## config.mk

```make
export PLATFORM = sky130hd
export DESIGN_NAME = pe_stream_sink
export DESIGN_NICKNAME = d
export VERILOG_FILES = /design/src/rtl/pe_stream_sink.sv
export SDC_FILE = /design/constraint.sdc
export NUM_CORES = 2
export LEC_CHECK = 0
export CAP_MARGIN = 15
export CORE_UTILIZATION = 30
export DETAILED_ROUTE_END_ITERATION = 7
export GPL_TIMING_DRIVEN = 0
export PLACE_DENSITY = 0.51
export SYNTH_ARGS = -nofsm -noshare
export SYNTH_HDL_FRONTEND = slang
export SYNTH_SLANG_ARGS = --single-unit
```

## constraint.sdc

```tcl
create_clock -name clk -period 3 [get_ports clk]
set_clock_uncertainty 0.1 [all_clocks]
set_input_delay 0.75 -clock clk [delete_from_list [all_inputs] [get_ports clk]]
set_output_delay 0.75 -clock clk [all_outputs]
set_load 0.05 [all_outputs]
```

## src/rtl/pe_stream_sink.sv

```systemverilog
// Collects per-lane PE results into an AXI4-Stream through a small beat FIFO.
// Define PE_SINK_STATS_EN to build the packet/beat counters; otherwise they read as zero.
module pe_stream_sink #(
  parameter  int FIFO_DEPTH  = 4,
  localparam int PHIT_SIZE   = 512,
  localparam int SIMD_DEGREE = 16,
  localparam int LANE_WIDTH  = 32
) (
  input  logic                   clk,
  input  logic                   rst_n,
  input  logic [PHIT_SIZE-1:0]   i_PE_data,
  input  logic [SIMD_DEGREE-1:0] i_PE_tvalid,
  input  logic [SIMD_DEGREE-1:0] i_PE_tlast,
  input  logic                   i_clr_ovf,
  output logic [PHIT_SIZE-1:0]   m_axis_tdata,
  output logic [PHIT_SIZE/8-1:0] m_axis_tkeep,
  output logic                   m_axis_tvalid,
  output logic                   m_axis_tlast,
  input  logic                   m_axis_tready,
  output logic                   o_overflow,
  output logic [15:0]            o_pkt_cnt,
  output logic [15:0]            o_beat_cnt
);

  localparam int PTR_W          = $clog2(FIFO_DEPTH);
  localparam int CNT_W          = PTR_W + 1;
  localparam int BYTES_PER_LANE = LANE_WIDTH / 8;

  typedef enum logic {IDLE, PKT} stateType;

  stateType state, nextState;

  logic [PHIT_SIZE/8-1:0] beatKeep;
  logic                   beatLast;
  logic                   beatPresent;
  logic                   fifoEmpty;
  logic                   fifoFull;
  logic                   doPop;
  logic                   doPush;
  logic                   doDrop;

  logic [PTR_W-1:0]       wrPtr;
  logic [PTR_W-1:0]       rdPtr;
  logic [CNT_W-1:0]       occupancy;

  logic [PHIT_SIZE-1:0]   dataMem [FIFO_DEPTH];
  logic [PHIT_SIZE/8-1:0] keepMem [FIFO_DEPTH];
  logic [FIFO_DEPTH-1:0]  lastMem;

  // Each lane's valid bit enables the four bytes of that lane.
  always_comb begin
    beatKeep = '0;
    for (int k = 0; k < SIMD_DEGREE; k++) begin
      beatKeep[k*BYTES_PER_LANE +: BYTES_PER_LANE] = {BYTES_PER_LANE{i_PE_tvalid[k]}};
    end
  end

  assign beatPresent = |i_PE_tvalid;
  assign beatLast    = |(i_PE_tlast & i_PE_tvalid);

  assign fifoEmpty = (occupancy == '0);
  assign fifoFull  = (occupancy == CNT_W'(FIFO_DEPTH));
  assign doPop     = !fifoEmpty && m_axis_tready;
  // A full FIFO still accepts a beat when the head leaves in the same cycle.
  assign doPush    = beatPresent && (!fifoFull || doPop);
  assign doDrop    = beatPresent && !doPush;

  always_ff @(posedge clk or negedge rst_n) begin
    if (!rst_n) begin
      for (int i = 0; i < FIFO_DEPTH; i++) begin
        dataMem[i] <= '0;
        keepMem[i] <= '0;
      end
      lastMem <= '0;
    end else if (doPush) begin
      dataMem[wrPtr] <= i_PE_data;
      keepMem[wrPtr] <= beatKeep;
      lastMem[wrPtr] <= beatLast;
    end
  end

  always_ff @(posedge clk or negedge rst_n) begin
    if (!rst_n) begin
      wrPtr     <= '0;
      rdPtr     <= '0;
      occupancy <= '0;
    end else begin
      if (doPush) begin
        wrPtr <= wrPtr + 1'b1;
      end
      if (doPop) begin
        rdPtr <= rdPtr + 1'b1;
      end
      case ({doPush, doPop})
        2'b10:   occupancy <= occupancy + 1'b1;
        2'b01:   occupancy <= occupancy - 1'b1;
        default: occupancy <= occupancy;
      endcase
    end
  end

  assign m_axis_tvalid = !fifoEmpty;
  assign m_axis_tdata  = dataMem[rdPtr];
  assign m_axis_tkeep  = keepMem[rdPtr];
  assign m_axis_tlast  = lastMem[rdPtr];

  // A drop wins over a simultaneous clear so no lost beat goes unreported.
  always_ff @(posedge clk or negedge rst_n) begin
    if (!rst_n) begin
      o_overflow <= 1'b0;
    end else if (doDrop) begin
      o_overflow <= 1'b1;
    end else if (i_clr_ovf) begin
      o_overflow <= 1'b0;
    end
  end

  always_ff @(posedge clk or negedge rst_n) begin
    if (!rst_n) begin
      state <= IDLE;
    end else begin
      state <= nextState;
    end
  end

  always_comb begin
    nextState = state;
    if (doPush) begin
      nextState = beatLast ? IDLE : PKT;
    end
  end

`ifdef PE_SINK_STATS_EN
  logic        firstBeat;
  logic [15:0] pktCnt;
  logic [15:0] beatCnt;

  always_comb begin
    firstBeat = 1'b0;
    if (state == IDLE) begin
      firstBeat = 1'b1;
    end
  end

  always_ff @(posedge clk or negedge rst_n) begin
    if (!rst_n) begin
      pktCnt  <= '0;
      beatCnt <= '0;
    end else if (doPush) begin
      if (firstBeat) begin
        beatCnt <= 16'd1;
      end else if (beatCnt != 16'hFFFF) begin
        beatCnt <= beatCnt + 16'd1;
      end
      if (beatLast && (pktCnt != 16'hFFFF)) begin
        pktCnt <= pktCnt + 16'd1;
      end
    end
  end

  assign o_pkt_cnt  = pktCnt;
  assign o_beat_cnt = beatCnt;
`else
  assign o_pkt_cnt  = 16'h0;
  assign o_beat_cnt = 16'h0;
`endif

endmodule
```

==> results.tsv <==
metric	value	unit
ant_nets	0	
ys_async_sr_fraction	1.000	
required	2.15	ns
synth.avg_cell_area	18.05	µm²
finalCriticalPeriod	3.831	ns
cts_tree	built	
maxSlewViolCount	0	
area_growth_syn_to_layout	28.97	%
nets	7316	
synth_area_leaders	dfrtp_1, mux2_2, mux4_2, mux2_4, buf_6	
tightest_slew	1.034	ns
grt_pass1_wl	433000	µm
ys_seq_area_frac	0.5601	
gp_congestion	0.7980	
final_util	0.3889	
fmax	0.2610	GHz
start_util	0.3016	
drt_first_pass_iters	5	
crit_path_end_kind	primary output	
drt_iter0_drc	2518	
clkSlewWorstSetupHoldPaths	0.05	ns
core-area	314700	µm²
synth-warning-count	0	
dieHeight	564.4	µm
post-place-ws	-2.354	ns
path_max_fanout	6	
postSynthCellCount	5257	
cts-buffers-inserted	262	
setup_slack	-0.8307	ns
critPathArrivalTime	2.98	ns
place.port_buffers	1126	
synth_edf_count	0	
cts.sinks	2124	
setup_viol_count_final	2596	
clock_latency	0.84	ns
yosysTopAreaCellShare	0.5601	
grt_overflow_total	0	
yosysTopAreaCell	dfrtp_1	
slew-limit-headroom	0.3103	
drt-total-wl	301900	µm
startpoint_type	flip-flop	
drc	0	
track_usage	0.1860	
hpwl	212500	µm
violations	negative setup slack	
holdCritPathClass	reg2reg	
fin_setup_tns	-793.85	ns
cts_root_buf	clkbuf_16	
rows	206	
cap_violations	0	
grt_setup_unrepaired	yes	
h-tree-depth	5	
viasPerCell	4.790	
grt_max_degree	168	
die-area	318600	µm²
hold_viol_final	0	
grt_pass1_vias	58660	
vias	53490	
wl_per_cell	27.04	µm
cts_buffer_depth	4	
synth_ff_type	dfrtp_1	
top_level_ports	1159	
antenna_found_initial	134	
drive_gt1_frac	0.5766	
hold_ws	0.3892	ns
netlist_area	94900	µm²
worstSetupPathType	reg2out	
status	finished with violations	
yosysUniqueCellTypes	31	
synth_seq_cells	2124	
period_share	1.277	
die_w	564.4	µm
==> cells in the mapped netlist, types with 2 or more instances <==
master and count:
nor4_1 4, and4_1 2, o21ai_0 4, mux2_4 500, clkbuf_1 36, buf_2 51
xor2_1 3, a22o_1 4, xnor2_1 3, mux4_2 529, nor2_2 3, mux2_2 1613
ha_1 5, nand2_1 6, a221oi_1 4, buf_6 233, inv_1 6, buf_4 81
o31ai_1 4, buf_1 32, dfrtp_1 2124
==> sequential cells by signal, summed over array words and instances (netlist names) <==
signal,cells
rdPtr,2
occupancy,3
dataMem,2048
lastMem,4
keepMem,64
o_overflow,1
wrPtr,2
==> critical path, stage by stage, from the launching register on <==
cell and delay [ns]:
dfrtp_1 0.36, clkbuf_16 0.21, buf_16 0.17, clkbuf_16 0.21, buf_16 0.14, mux4_2 0.67, buf_6 0.19, buf_8 0.14
==> per-stage QoR <==
| step | instance area (µm²) | cells |
|---|---|---|
| after floorplan | 95020 | 5288 |
| after global placement | 111500 | 10570 |
| after detailed placement | 112000 | 10590 |
| after CTS | 121700 | 11080 |
| after global routing | 122300 | 11140 |
| final | 122400 | 11170 |
==> final cells by class <==
cell class,count,area [µm²]
clock buffers,398,7858
fillers,29020,192300
plain buffers,432,4786
well taps,4160,5205
clock inverters,59,792.0
flip-flops and latches,2124,53150
inverters,6,22.52
diodes,52,130.1
repair buffers,1211,12350
multi-input cells,2725,38100
==> cells in the final DEF, fill, tap and decap left out, types with 27 or more instances in the layout <==
| cell type | n |
|---|---|
| clkbuf_8 | 69 |
| buf_12 | 41 |
| buf_2 | 117 |
| clkdlybuf4s50_1 | 548 |
| clkdlybuf4s15_2 | 167 |
| clkbuf_16 | 291 |
| clkbuf_1 | 67 |
| dlygate4sd2_1 | 120 |
| clkinv_2 | 27 |
| buf_6 | 357 |
| mux2_2 | 1613 |
| mux4_2 | 529 |
| conb_1 | 32 |
| dfrtp_1 | 2124 |
| buf_4 | 180 |
| diode_2 | 52 |
| mux2_4 | 500 |
==> per-layer routing <==
layer	vias to the layer above	track usage	routed length, µm
met5	-	0	554
met4	84	0.06021	9957
met3	568	0.06780	26650
met2	1417	0.3031	143900
met1	28770	0.2278	120800
li1	22650	-	-
==> what timing repair did <==
| action | in CTS | in global routing |
|---|---|---|
| endpoints found under the setup margin | 2549 | 2913 |
| setup buffers | 21 | 24 |
| gates cloned | 8 | 13 |
| hold endpoints to repair | 132 | 132 |
| resized for setup | 2000 | 717 |
==> cell families after synthesis <==
group,after synthesis,share of synthesized area
adder cells (fa/ha/maj),6,0.0008701
other,1,0.00003951
buffers and inverters,439,0.03967
AND/OR/NAND/NOR,21,0.001345
AO/OA/AOI/OAI,17,0.001332
flip-flops,2124,0.5601
multiplexers,2643,0.3961
XOR/XNOR,6,0.0005538
==> worst paths after layout <==
kind,from,end,slack (ns),depth (start not counted)
max,rdPtr[0]$_DFFE_PN0P_,m_axis_tkeep[38],-0.83,7
min,occupancy[2]$_DFFE_PN0P_,occupancy[2]$_DFFE_PN0P_,0.39,1
max reg2reg,occupancy[2]$_DFFE_PN0P_,dataMem[1723]$_DFFE_PN0P_,0.03,7
min reg2reg,occupancy[2]$_DFFE_PN0P_,occupancy[2]$_DFFE_PN0P_,0.39,1
max in group asynchronous,rst_n,dataMem[635]$_DFFE_PN0P_,-0.46,6
min in group asynchronous,rst_n,dataMem[941]$_DFFE_PN0P_,0.52,2
Power is left out: the tool's default activity adds up to more than one toggle a clock period on the data nets, which glitch-free logic cannot reach.
